===== src/rtl/vision_pkg.sv =====
// Shared definitions for the vision pipeline: image geometry defaults,
// the bounding-box record and the message word tags.
package vision_pkg;

    localparam int COORD_W     = 11;
    localparam int COUNT_W     = 20;
    localparam int DEF_IMAGE_W = 640;
    localparam int DEF_IMAGE_H = 480;

    localparam logic [1:0] MSG_TAG_X   = 2'b01;
    localparam logic [1:0] MSG_TAG_Y   = 2'b10;
    localparam logic [1:0] MSG_TAG_CNT = 2'b11;

    typedef struct packed {
        logic [COORD_W-1:0] left;
        logic [COORD_W-1:0] right;
        logic [COORD_W-1:0] top;
        logic [COORD_W-1:0] bottom;
        logic [COUNT_W-1:0] count;
        logic               found;
    } bbox_t;

endpackage


===== src/rtl/bbox_msg_tx.sv =====
// Three-word valid/ready serialiser for one bounding-box record.
//
// state   | meaning
// --------+------------------------------------------------------
// ST_IDLE | no record pending; a load strobe captures a snapshot
// ST_W0   | presenting {tag X, left, right}
// ST_W1   | presenting {tag Y, top, bottom}
// ST_W2   | presenting {tag CNT, found, count}
module bbox_msg_tx
    import vision_pkg::*;
(
    input  logic        clk,
    input  logic        reset,
    input  logic        load,
    input  bbox_t       box_in,
    output logic        busy,
    output logic        msg_valid,
    input  logic        msg_ready,
    output logic [31:0] msg_data
);

    localparam logic [1:0] ST_IDLE = 2'd0;
    localparam logic [1:0] ST_W0   = 2'd1;
    localparam logic [1:0] ST_W1   = 2'd2;
    localparam logic [1:0] ST_W2   = 2'd3;

    logic [1:0] state;
    bbox_t      snap;

    // Snapshot capture and word sequencing; a word advances only on handshake.
    always_ff @(posedge clk) begin
        if (reset) begin
            state <= ST_IDLE;
            snap  <= '0;
        end else begin
            case (state)
                ST_IDLE: begin
                    if (load) begin
                        state <= ST_W0;
                        snap  <= box_in;
                    end
                end
                ST_W0:   if (msg_ready) state <= ST_W1;
                ST_W1:   if (msg_ready) state <= ST_W2;
                ST_W2:   if (msg_ready) state <= ST_IDLE;
                default: state <= ST_IDLE;
            endcase
        end
    end

    assign busy      = (state != ST_IDLE);
    assign msg_valid = busy;

    // Word formatting from the held snapshot; stays stable while stalled.
    always_comb begin
        msg_data = '0;
        case (state)
            ST_W0:   msg_data = {MSG_TAG_X, 3'b000, snap.left, 5'b00000, snap.right};
            ST_W1:   msg_data = {MSG_TAG_Y, 3'b000, snap.top, 5'b00000, snap.bottom};
            ST_W2:   msg_data = {MSG_TAG_CNT, snap.found, 9'b0, snap.count};
            default: msg_data = '0;
        endcase
    end

endmodule


===== src/rtl/red_bbox_tracker.sv =====
// Per-frame red-pixel bounding-box tracker. Accumulates min/max coordinates
// and a hit count between sop and the last pixel of the frame, publishes the
// result on parallel outputs and hands a snapshot to the message serialiser.
module red_bbox_tracker
    import vision_pkg::*;
#(
    parameter int IMAGE_W    = DEF_IMAGE_W,
    parameter int IMAGE_H    = DEF_IMAGE_H,
    parameter int MIN_PIXELS = 16
) (
    input  logic               clk,
    input  logic               reset,
    input  logic               in_valid,
    input  logic               sop,
    input  logic [COORD_W-1:0] x,
    input  logic [COORD_W-1:0] y,
    input  logic               red_sector,
    output logic               frame_done,
    output logic               box_found,
    output logic [COORD_W-1:0] box_left,
    output logic [COORD_W-1:0] box_right,
    output logic [COORD_W-1:0] box_top,
    output logic [COORD_W-1:0] box_bottom,
    output logic [COUNT_W-1:0] box_count,
    output logic               msg_valid,
    input  logic               msg_ready,
    output logic [31:0]        msg_data,
    output logic               overrun
);

    localparam logic [COORD_W-1:0] LAST_X  = COORD_W'(IMAGE_W - 1);
    localparam logic [COORD_W-1:0] LAST_Y  = COORD_W'(IMAGE_H - 1);
    localparam logic [COUNT_W-1:0] MIN_CNT = COUNT_W'(MIN_PIXELS);
    localparam logic [COUNT_W-1:0] CNT_MAX = '1;

    logic [COORD_W-1:0] acc_l, acc_r, acc_t, acc_b;
    logic [COUNT_W-1:0] acc_cnt;
    logic               armed;

    logic [COORD_W-1:0] base_l, base_r, base_t, base_b;
    logic [COUNT_W-1:0] base_cnt;
    logic [COORD_W-1:0] nxt_l, nxt_r, nxt_t, nxt_b;
    logic [COUNT_W-1:0] nxt_cnt;
    logic               live, hit, frame_end;
    bbox_t              res_box;
    logic               tx_busy;

    // Next accumulator values: sop reloads first, then the pixel is applied.
    always_comb begin
        base_l   = acc_l;
        base_r   = acc_r;
        base_t   = acc_t;
        base_b   = acc_b;
        base_cnt = acc_cnt;
        if (sop) begin
            base_l   = '1;
            base_t   = '1;
            base_r   = '0;
            base_b   = '0;
            base_cnt = '0;
        end
        live      = in_valid && (armed || sop);
        hit       = live && red_sector;
        frame_end = live && (x == LAST_X) && (y == LAST_Y);
        nxt_l     = base_l;
        nxt_r     = base_r;
        nxt_t     = base_t;
        nxt_b     = base_b;
        nxt_cnt   = base_cnt;
        if (hit) begin
            nxt_l   = (x < base_l) ? x : base_l;
            nxt_r   = (x > base_r) ? x : base_r;
            nxt_t   = (y < base_t) ? y : base_t;
            nxt_b   = (y > base_b) ? y : base_b;
            nxt_cnt = (base_cnt == CNT_MAX) ? base_cnt : base_cnt + 1'b1;
        end
    end

    // Frame result including the current (final) pixel; coordinates zeroed when not found.
    always_comb begin
        res_box       = '0;
        res_box.found = (nxt_cnt >= MIN_CNT);
        res_box.count = nxt_cnt;
        if (res_box.found) begin
            res_box.left   = nxt_l;
            res_box.right  = nxt_r;
            res_box.top    = nxt_t;
            res_box.bottom = nxt_b;
        end
    end

    // Accumulators and frame arming; only accepted pixels of an armed frame touch them.
    always_ff @(posedge clk) begin
        if (reset) begin
            acc_l   <= '1;
            acc_t   <= '1;
            acc_r   <= '0;
            acc_b   <= '0;
            acc_cnt <= '0;
            armed   <= 1'b0;
        end else if (live) begin
            acc_l   <= nxt_l;
            acc_r   <= nxt_r;
            acc_t   <= nxt_t;
            acc_b   <= nxt_b;
            acc_cnt <= nxt_cnt;
            armed   <= !frame_end;
        end
    end

    // Published result and end-of-frame pulses.
    always_ff @(posedge clk) begin
        if (reset) begin
            frame_done <= 1'b0;
            overrun    <= 1'b0;
            box_found  <= 1'b0;
            box_left   <= '0;
            box_right  <= '0;
            box_top    <= '0;
            box_bottom <= '0;
            box_count  <= '0;
        end else begin
            frame_done <= frame_end;
            overrun    <= frame_end && tx_busy;
            if (frame_end) begin
                box_found  <= res_box.found;
                box_left   <= res_box.left;
                box_right  <= res_box.right;
                box_top    <= res_box.top;
                box_bottom <= res_box.bottom;
                box_count  <= res_box.count;
            end
        end
    end

    bbox_msg_tx u_msg_tx (
        .clk       (clk),
        .reset     (reset),
        .load      (frame_end && !tx_busy),
        .box_in    (res_box),
        .busy      (tx_busy),
        .msg_valid (msg_valid),
        .msg_ready (msg_ready),
        .msg_data  (msg_data)
    );

endmodule

===== config.mk =====
export PLATFORM = sky130hd
export DESIGN_NAME = red_bbox_tracker
export DESIGN_NICKNAME = d
export VERILOG_FILES = /design/src/rtl/vision_pkg.sv /design/src/rtl/bbox_msg_tx.sv /design/src/rtl/red_bbox_tracker.sv
export SDC_FILE = /design/constraint.sdc
export NUM_CORES = 1
export LEC_CHECK = 0
export ABC_CLOCK_PERIOD_IN_PS = 5100
export BUFFER_PORTS_ARGS = -buffer_cell sky130_fd_sc_hd__buf_2
export CORE_MARGIN = 2
export CORE_UTILIZATION = 54
export DETAILED_ROUTE_END_ITERATION = 10
export GPL_ROUTABILITY_DRIVEN = 0
export PLACE_DENSITY = 0.79
export SETUP_SLACK_MARGIN = 0.4
export SKIP_LAST_GASP = 1
export SLEW_MARGIN = 20
export SYNTH_ARGS = -nofsm -noshare
export SYNTH_HDL_FRONTEND = slang
export SYNTH_SLANG_ARGS = --single-unit

===== constraint.sdc =====
create_clock -name clk -period 5.1 [get_ports clk]
set_input_delay 1.02 -clock clk [delete_from_list [all_inputs] [get_ports clk]]
set_output_delay 1.02 -clock clk [all_outputs]
set_load 0.05 [all_outputs]

Word-level counts from Yosys, hierarchy flattened
Index checks and enable logic that the tools add are counted.

storage, ports and cells
  register bits = 199

operators by class
  add/sub/neg operators = 1
  magnitude comparators = 5
  equality and inequality tests = 10
  multiplexer cells = 22
  reductions and logical operators = 13

operators by type and width
  kind                   count
  $mux 11                12
  $pmux 32 s3            1
  $mux 20                3
  $mux 44                1
  $gt 11x11->1           2
  $lt 11x11->1           2
  $add 20x1->20 const B  1
  $eq 20x20->1 const B   1
  $ge 20x5->1 const B    1
  $eq 11x10->1 const B   1
  $eq 11x9->1 const B    1
  $mux 2                 4
  $pmux 2 s4             1
  $logic_and 1x1->1      6
  $ne 2x2->1 const B     3
  $eq 2x2->1 const B     2
  $reduce_and 4->1       1
  $eq 2x1->1 const B     1
  $logic_not 1->1        2
  $logic_not 2->1        1
  $ne 2x1->1 const B     1
  $reduce_and 2->1       1
  $reduce_bool 2->1      1
  $logic_or 1x1->1       1

Logic depth before layout (Yosys ltp)
Gate-level depths: netlist (run 1).

  word-level depth = 7
  mapped depth = 17

By module
A second synthesis (run 1) with hierarchy kept.

second synthesis, totals
  cells, all modules = 1265
  area, all modules = 10174.8 um^2

by module, submodules not included
  module            instances  cells each  area an instance (um^2)  sequential area each (um^2)
  red_bbox_tracker  1          890         7233.2                   2642.5
  bbox_msg_tx       1          375         2941.6                   1341.3

Least setup slack after synthesis (run 1)
Ideal clock, no wire load.

  path kind = input-to-reg
  from = input sop
  to = register box_top[0]
  library setup time = 74 ps
  data arrival time = 4197 ps
  data required time = 5026 ps
  path slack = 829 ps
  stages on the path = 16
  path through = buf_6 buf_4 clkbuf_1 clkbuf_1 buf_1 buf_1 nor2_1 ha_1 a21o_1 a21o_1 a211oi_1 a21o_1 clkbuf_1 o22a_1 a22oi_1 a31oi_1

on the way
  cells in the longest elaborated chain, start to end = 6
  elaborated cells between the ends (all ways) = 16

ends and longest elaborated chain
  what                                                 line                                            text
  start, declared                                      red_bbox_tracker.sv:14                          input logic sop,
  $mux 20 / $logic_or 1x1->1 (equally long branches)   red_bbox_tracker.sv:55, red_bbox_tracker.sv:62
  $add 20x1->20 (tied with other cells)                red_bbox_tracker.sv:75                          nxt_cnt = (base_cnt == CNT_MAX) ? base_cnt : base_cnt + 1'b1;
  $mux 20 / $logic_and 1x1->1 (equally long branches)  red_bbox_tracker.sv:75, red_bbox_tracker.sv:63
  $mux 20                                              red_bbox_tracker.sv:70                          if (hit) begin
  $ge 20x5->1                                          red_bbox_tracker.sv:82                          res_box.found = (nxt_cnt >= MIN_CNT);
  $mux 44                                              red_bbox_tracker.sv:84                          if (res_box.found) begin
  end signal, assigned                                 red_bbox_tracker.sv:129                         box_top <= res_box.top;
  end, declared                                        red_bbox_tracker.sv:22                          output logic [COORD_W-1:0] box_top,

Parallel ways exist; a longest one is shown, timed or not.
A chain may end at the register's enable or synchronous reset.

Worst setup path after layout (run 1)
  from = input sop
  to = register u_msg_tx.snap[24] (netlist bit)

on the way
  cells in the longest elaborated chain, start to end = 6
  elaborated cells between the ends (all ways) = 18

ends and longest elaborated chain
  what                                                     line                                             text
  $mux 20 / $logic_or 1x1->1 (equally long branches)       red_bbox_tracker.sv:55, red_bbox_tracker.sv:62
  $add 20x1->20 (tied with other cells)                    red_bbox_tracker.sv:75
  $mux 20 (tied with other cells)                          red_bbox_tracker.sv:75
  $mux 20 / $logic_and 1x1->1 (equally long branches)      red_bbox_tracker.sv:70, red_bbox_tracker.sv:64
  $ge 20x5->1 / $logic_and 1x1->1 (equally long branches)  red_bbox_tracker.sv:82, red_bbox_tracker.sv:139
  $mux 44 / $reduce_and 2->1 (equally long branches)       -
  end signal, assigned                                     bbox_msg_tx.sv:40                                snap <= box_in;
  end, declared                                            bbox_msg_tx.sv:28                                bbox_t snap;

Parallel ways exist; a longest one is shown, timed or not.

==> run summary, run 1 <==
Status: finished, final reports clean
Avg Cell Area, Syn: 8.34 sq um
Total chip power: 3.54 mW
Critical path endpoint category: flip-flop
CP arrival: 4.49 ns
Main flop type after synthesis: dfxtp_1
Final setup viols: 0
# fillers: 1804
Initial antenna violation count: 0
Vias in the first global route: 10152
Reg area: 3980 sq um
Post-synth ARST share: 0%
Longest Clk Path Bufs: 2
First-pass GRT wire length: 53.8 mm
Sequential fraction of the synthesis area: 34.9%
Synth Warn #: 0
R2r worst-path depth: 10
Worst path bufs/invs: 3
Worst Tran Pin Value: 1.07 ns
Resize count post-CTS: 0
Crit path required time: 5.44 ns
Footprint of the multi-input gates: 6750 sq um
Num CTS Buffers: 17
Synthesized instance count: 1367
Core Area: 20900 sq um
Startpoint Class: input pin
Pre-CTS setup slack: 0.626 ns
PortBufs: 125
Crit Path Class: in2reg
Worst-skew pair later-pin latency: 0.44 ns
RSZ-0062 raised after global routing: no
Clock share of power: 40.1%
Avg WL per Cell: 20.1 um
Max Cap Viol: 0
# DRC: 0
# rows: 53
DP Wirelength: 23.6 mm
Die H: 149 um
Clock slew at reported path FFs: 0.07 ns
Grt ovf: 0
H-tree Lvls: 4
Internal: 2.47 mW
Cts-stage hold buffer count: 0
GRT Util Overall: 30.5%
CP delay by family, top: compound AO/OA/AOI/OAI gates
Post-DP Area: 12100 sq um
Slowest CP cell: o31ai_2
Clk sinks: 199
EDFF count, synth: 0
Flops & latches, synth: 199
Fin area: 12700 sq um
Synthesized area: 11400 sq um
Die area: 22300 sq um
P&R area growth vs syn: 11.5%
Initial Utilization: 54.6%
Via density: 6.50
Final hold vios: 0
Worst hold path class: reg2reg
I/O pin total: 128
CTS tree: built
Fmax: 0.241 GHz
CP peak stage delay: 0.90 ns
Critical Path Stages: 12
Largest net degree at the start of global routing: 110
Share of post-route cells with drive strength above 1: 19.9%
Setup TNS: 0 ns
Switch Pwr: 1.07 mW
Crit path cell chain: buf_2 -> buf_4 -> buf_4 -> nor2b_1 -> ha_1 -> nor2b_1 -> o21ai_0 -> a21oi_1 -> o31ai_1 -> o31ai_2 -> mux2_2 -> a221oi_2
Clock root cell: clkbuf_16
Layout Skew: 0.0116 ns
Crit-path max FO: 30
Die W: 149 um
Logic pwr share: 14.7%
Setup slack after layout: 0.953 ns
Tcrit/Tclk final: 81.3%
Antenna Diode Count: 0
Post-route ant nets: 0
Synth unique cells: 80
Rel. slew slack: 28.2%
Via Count: 11107
Leakage: 4.77 nW
DRT iter0 DRCs: 1326
Switching Fraction: 30.3%
Min cycle time layout: 4.15 ns
Worst Hold Path Cells: 2
1st-pass router iterations: 8
Nets: 1497
Sequential share of power: 45.2%
Final slew viol count: 0
Setup Buffers After CTS: 0
Pwr dens: 279 nW/um^2
Worst IR drop on VDD: 0.000215 V
Post-Route WL: 34.3 mm
synthesized netlist by cell type (22+ instances only):
cell type	n	area share, %
a211oi_1	25	1.6
a22oi_1	53	3.5
nor2_1	137	4.5
dfxtp_1	199	35
nand2b_1	23	1.3
clkbuf_1	75	2.5
ha_1	48	5.3
inv_1	33	1.1
a21oi_1	160	7.0
a31oi_1	57	3.1
a211oi_2	22	2.4
a221oi_2	33	4.3
o22ai_1	23	1.3
nand2_1	168	5.5
o22a_1	22	1.7
layout by cell type, fill, tap and decap left out, types with 4 or more instances in the layout:
cell       Yosys  layout
buf_12         0       4
nor2b_1       16      16
nand4b_1       6       6
clkbuf_16      0      17
xnor2_1        8       8
buf_4         12      25
a22oi_1       53      53
nor4_1         5       5
a21oi_1      160     160
a211oi_1      25      25
nor3b_1       11      11
inv_8          0       5
mux2i_1       16      16
dfxtp_1      199     199
o22ai_1       23      23
nand2b_1      23      23
o21a_1        10      10
a222oi_1      15      15
buf_2         12     124
and2_1         7       7
o21ai_0       14      14
a21o_1        10      10
mux2_2        13      13
inv_1         33      33
a221oi_2      33      33
nand2_1      168     168
o22a_1        22      22
nor3_1        10      10
a31oi_1       57      57
a211oi_2      22      22
nor2_1       137     136
o31ai_1       14      14
ha_1          48      48
and3_1        11      11
nand4_1       12      12
sequential cells by signal, indices dropped and copies added (netlist names):
signal	cells
u_msg_tx.snap	65
acc_cnt	20
box_count	20
acc_b	11
acc_l	11
acc_r	11
acc_t	11
box_bottom	11
box_left	11
box_right	11
box_top	11
u_msg_tx.state	2
armed	1
box_found	1
frame_done	1
overrun	1
worst paths after layout:
path | start | to | slack, ns
worst max-delay path | sop | u_msg_tx.snap[24] | 0.95
worst max register to register | acc_cnt[0] | box_top[1] | 1.39
worst min-delay path | acc_b[1] | acc_b[1] | 0.46
worst min register to register | acc_b[1] | acc_b[1] | 0.46
cell type report:
class / count / share of cell area [%]
repair buffers: 153 / 6.99
inverters: 35 / 1.03
clock buffers: 17 / 3.35
well taps: 275 / 2.71
multi-input cells: 1015 / 53.1
flip-flops and latches: 199 / 31.3
clock inverters: 15 / 1.48
power groups by stage:
stage	clock, mW	sequential (mW)	combinational (mW)
final	1.42	1.60	0.521
after global routing	1.48	1.60	0.560
after floorplan	0	1.63	0.370
after detailed placement	0	1.64	0.508
after CTS	1.42	1.60	0.510
after global placement	0	1.63	0.495
logic make-up after synthesis:
| logic type | Yosys count | synth area share (%) |
|---|---|---|
| AOI/OAI and AO/OA | 485 | 31.4 |
| buffers and inverters | 154 | 6.26 |
| muxes | 30 | 2.82 |
| adders and majority gates | 48 | 5.27 |
| DFF | 199 | 34.9 |
| and+or+nand+nor | 439 | 18.4 |
| other | 1 | 0.0329 |
| xor gates and xnor gates | 11 | 0.845 |
metal layers:
layer | up-vias | wire (um) | share of wire (%) | global-route usage [%]
met5 | - | 0 | 0 | 0
met4 | 0 | 1320 | 3.9 | 13.0
met3 | 74 | 2970 | 8.7 | 5.41
met2 | 577 | 15700 | 46 | 48.9
met1 | 5299 | 14300 | 42 | 40.4
li1 | 5157 | - | - | -
tightest hold or removal path, stage by stage (launching register included):
cell	delay (ns)
dfxtp_1	0.31
nand2_1	0.05
a21oi_1	0.05
stage by stage:
step | instances | hold slack [ns] | util, %
after floorplan | 1368 | 0.432 | -
after global placement | 1677 | 0.438 | 57.9
after detailed placement | 1677 | 0.446 | 57.9
after CTS | 1709 | 0.456 | 60.8
after global routing | 1709 | 0.479 | 60.8
final | 1709 | 0.457 | 60.8
(Power assumes the default switching activity.)
==> run 2: changes to the inputs <==
Settings changed: ABC_AREA from default to 1, ABC_CLOCK_PERIOD_IN_PS 5100 to 3800, CORE_UTILIZATION 54 to 53, PLACE_DENSITY 0.79 to 0.82.
Clock period 5.1 ns to 3.8 ns, I/O delays scaled along.
==> run summary, run 2 <==
Pwr dens: 439 nW/um^2
Longest Clk Path Bufs: 2
Die H: 144 um
Via density: 5.69
Largest area contributor in the netlist: dfxtp_1
Main flop type after synthesis: dfxtp_1
Post-route ant nets: 0
Core Area: 19300 sq um
Die W: 144 um
Tcrit/Tclk final: 85.4%
Setup Buffers After CTS: 0
Fmax: 0.308 GHz
Layout Skew: 0.0181 ns
1st-pass router iterations: 5
Initial antenna violation count: 0
Synthesized instance count: 1482
Count leader, synth: nand2_1
Clock root cell: clkbuf_16
Sequential fraction of the synthesis area: 38.5%
Startpoint Class: input pin
Largest register by flop count: u_msg_tx.snap
Post-Route WL: 30.5 mm
Vias in the first global route: 9231
Rel. slew slack: 39.3%
Commonest cells post-synth: nand2_1 (326), dfxtp_1 (199), a21oi_1 (172)
EDFF count, synth: 0
# rows: 51
Crit path from: sop
Initial Utilization: 53.6%
# fillers: 1763
Regs by FF count: u_msg_tx.snap x65, acc_cnt x20, box_count x20
Synth top area cells: dfxtp_1 (39%), nand2_1 (12%), a21oi_1 (8.3%)
H-tree Lvls: 4
Utilization after layout: 60.6%
Clk sinks: 199
Nets: 1636
Status: finished, final reports clean
Cts-stage hold buffer count: 0
Worst-skew pair later-pin latency: 0.45 ns
Synthesized area: 10300 sq um
Worst hold slack: 0.453 ns
Antenna Diode Count: 0
Crit path required time: 4.08 ns
Commonest non-fill, non-tap cell in the layout: nand2_1
PortBufs: 125
P&R area growth vs syn: 13.0%
Setup TNS: 0 ns
Crit-path max FO: 67
Final hold vios: 0
Crit Path Class: in2reg
Final slew viol count: 0
Largest net degree at the start of global routing: 90
DP Wirelength: 21.4 mm
Num CTS Buffers: 17
Most frequent cells in the layout: nand2_1 (326), dfxtp_1 (199), a21oi_1 (172)
First-pass GRT wire length: 48.1 mm
Clock slew at reported path FFs: 0.07 ns
# DRC: 0
Max Cap Viol: 0
HP Start: box_left[4]
CTS tree: built
Min cycle time layout: 3.25 ns
Synth Warn #: 0
Grt ovf: 0
Worst r2r src: acc_cnt[0]
RSZ-0062 raised after global routing: no
Leakage: 5.46 nW
Avg Cell Area, Syn: 6.97 sq um
Avg WL per Cell: 16.6 um
CP arrival: 3.53 ns
Worst Tran Pin Value: 0.911 ns
Die area: 20600 sq um
GRT Util Overall: 29.8%
Synth unique cells: 37
Share of the synthesized area in the top cell type: 38.5%
Flops & latches, synth: 199
Worst IR drop on VDD: 0.000369 V
Worst hold path class: reg2reg
Share of post-route cells with drive strength above 1: 15.8%
Total chip power: 5.13 mW
Via Count: 10456
Post-synth ARST share: 0%
Resize count post-CTS: 0
Critical path endpoint category: flip-flop
I/O pin total: 128
DRT iter0 DRCs: 1349
Max reg flops: 65
Final setup viols: 0
-- run 2: changes by cell type in the layout (fill, tap and decap cells not counted), sizes merged, moves of 22 or more --
cell | previous run | this run
a211oi | 47 | 0
a221oi | 33 | 0
a22oi | 53 | 0
a31oi | 57 | 0
inv | 41 | 171
nand2 | 169 | 332
nand2b | 23 | 0
nand3 | 5 | 65
nor2 | 140 | 117
o21ai | 18 | 243
o22a | 22 | 0
o22ai | 23 | 0
-- run 2: cell type report --
class	instances	area (sq um)	area share, %
clock buffers	19	453	3.88
inverters	167	632	5.41
repair buffers	150	851	7.29
multi-input cells	1025	5260	45.0
flip-flops and latches	199	3980	34.1
well taps	265	332	2.84
clock inverters	13	168	1.44
-- run 2: final timing paths --
| kind | to | slack, ns | depth (start not counted) |
|---|---|---|---|
| worst max-delay path | box_count[10] | 0.55 | 10 |
| worst min register to register | box_left[4] | 0.45 | 2 |
| worst min-delay path | box_left[4] | 0.45 | 2 |
| worst max register to register | u_msg_tx.snap[33] | 0.80 | 18 |
-- run 2: report_power, final --
group | internal, mW | switching [mW]
registers | 2.15 | 0.0414
clock network | 1.08 | 0.850
logic | 0.260 | 0.748
-- run 2: per-stage QoR --
step	std cells	instance area (sq um)	setup slack (ns)
2_1_floorplan	1483	10300	0.633
3_3_place_gp	1806	11100	0.210
3_5_place_dp	1806	11100	0.205
4_1_cts	1838	11700	0.604
5_1_grt	1838	11700	0.411
6_report	1838	11700	0.555
-- run 2: worst max-delay path, cell delays in order --
cell     delay (ns)
buf_2          0.20
inv_6          0.27
nand2_1        0.13
nand2_2        0.10
buf_4          0.55
inv_1          0.13
nand4_1        0.30
nor2_1         0.18
inv_1          0.58
o21ai_0        0.26
-- run 2: cell families (layout without fill, tap and decap cells) --
group | Yosys count | count (layout) | share of synthesized area (%)
other cells | 1 | 2 | 0.0363
compound gates | 428 | 428 | 22.5
buf+inv | 259 | 349 | 10.7
simple gates | 543 | 543 | 22.1
xor+xnor | 4 | 4 | 0.339
fa+ha+maj | 48 | 48 | 5.81
flops | 199 | 199 | 38.5
-- run 2: routing by layer --
layer,track usage (%),routed length (um)
met1,40.9,12900
met2,45.5,13400
met3,4.80,2740
met4,14.7,1450
met5,0,0
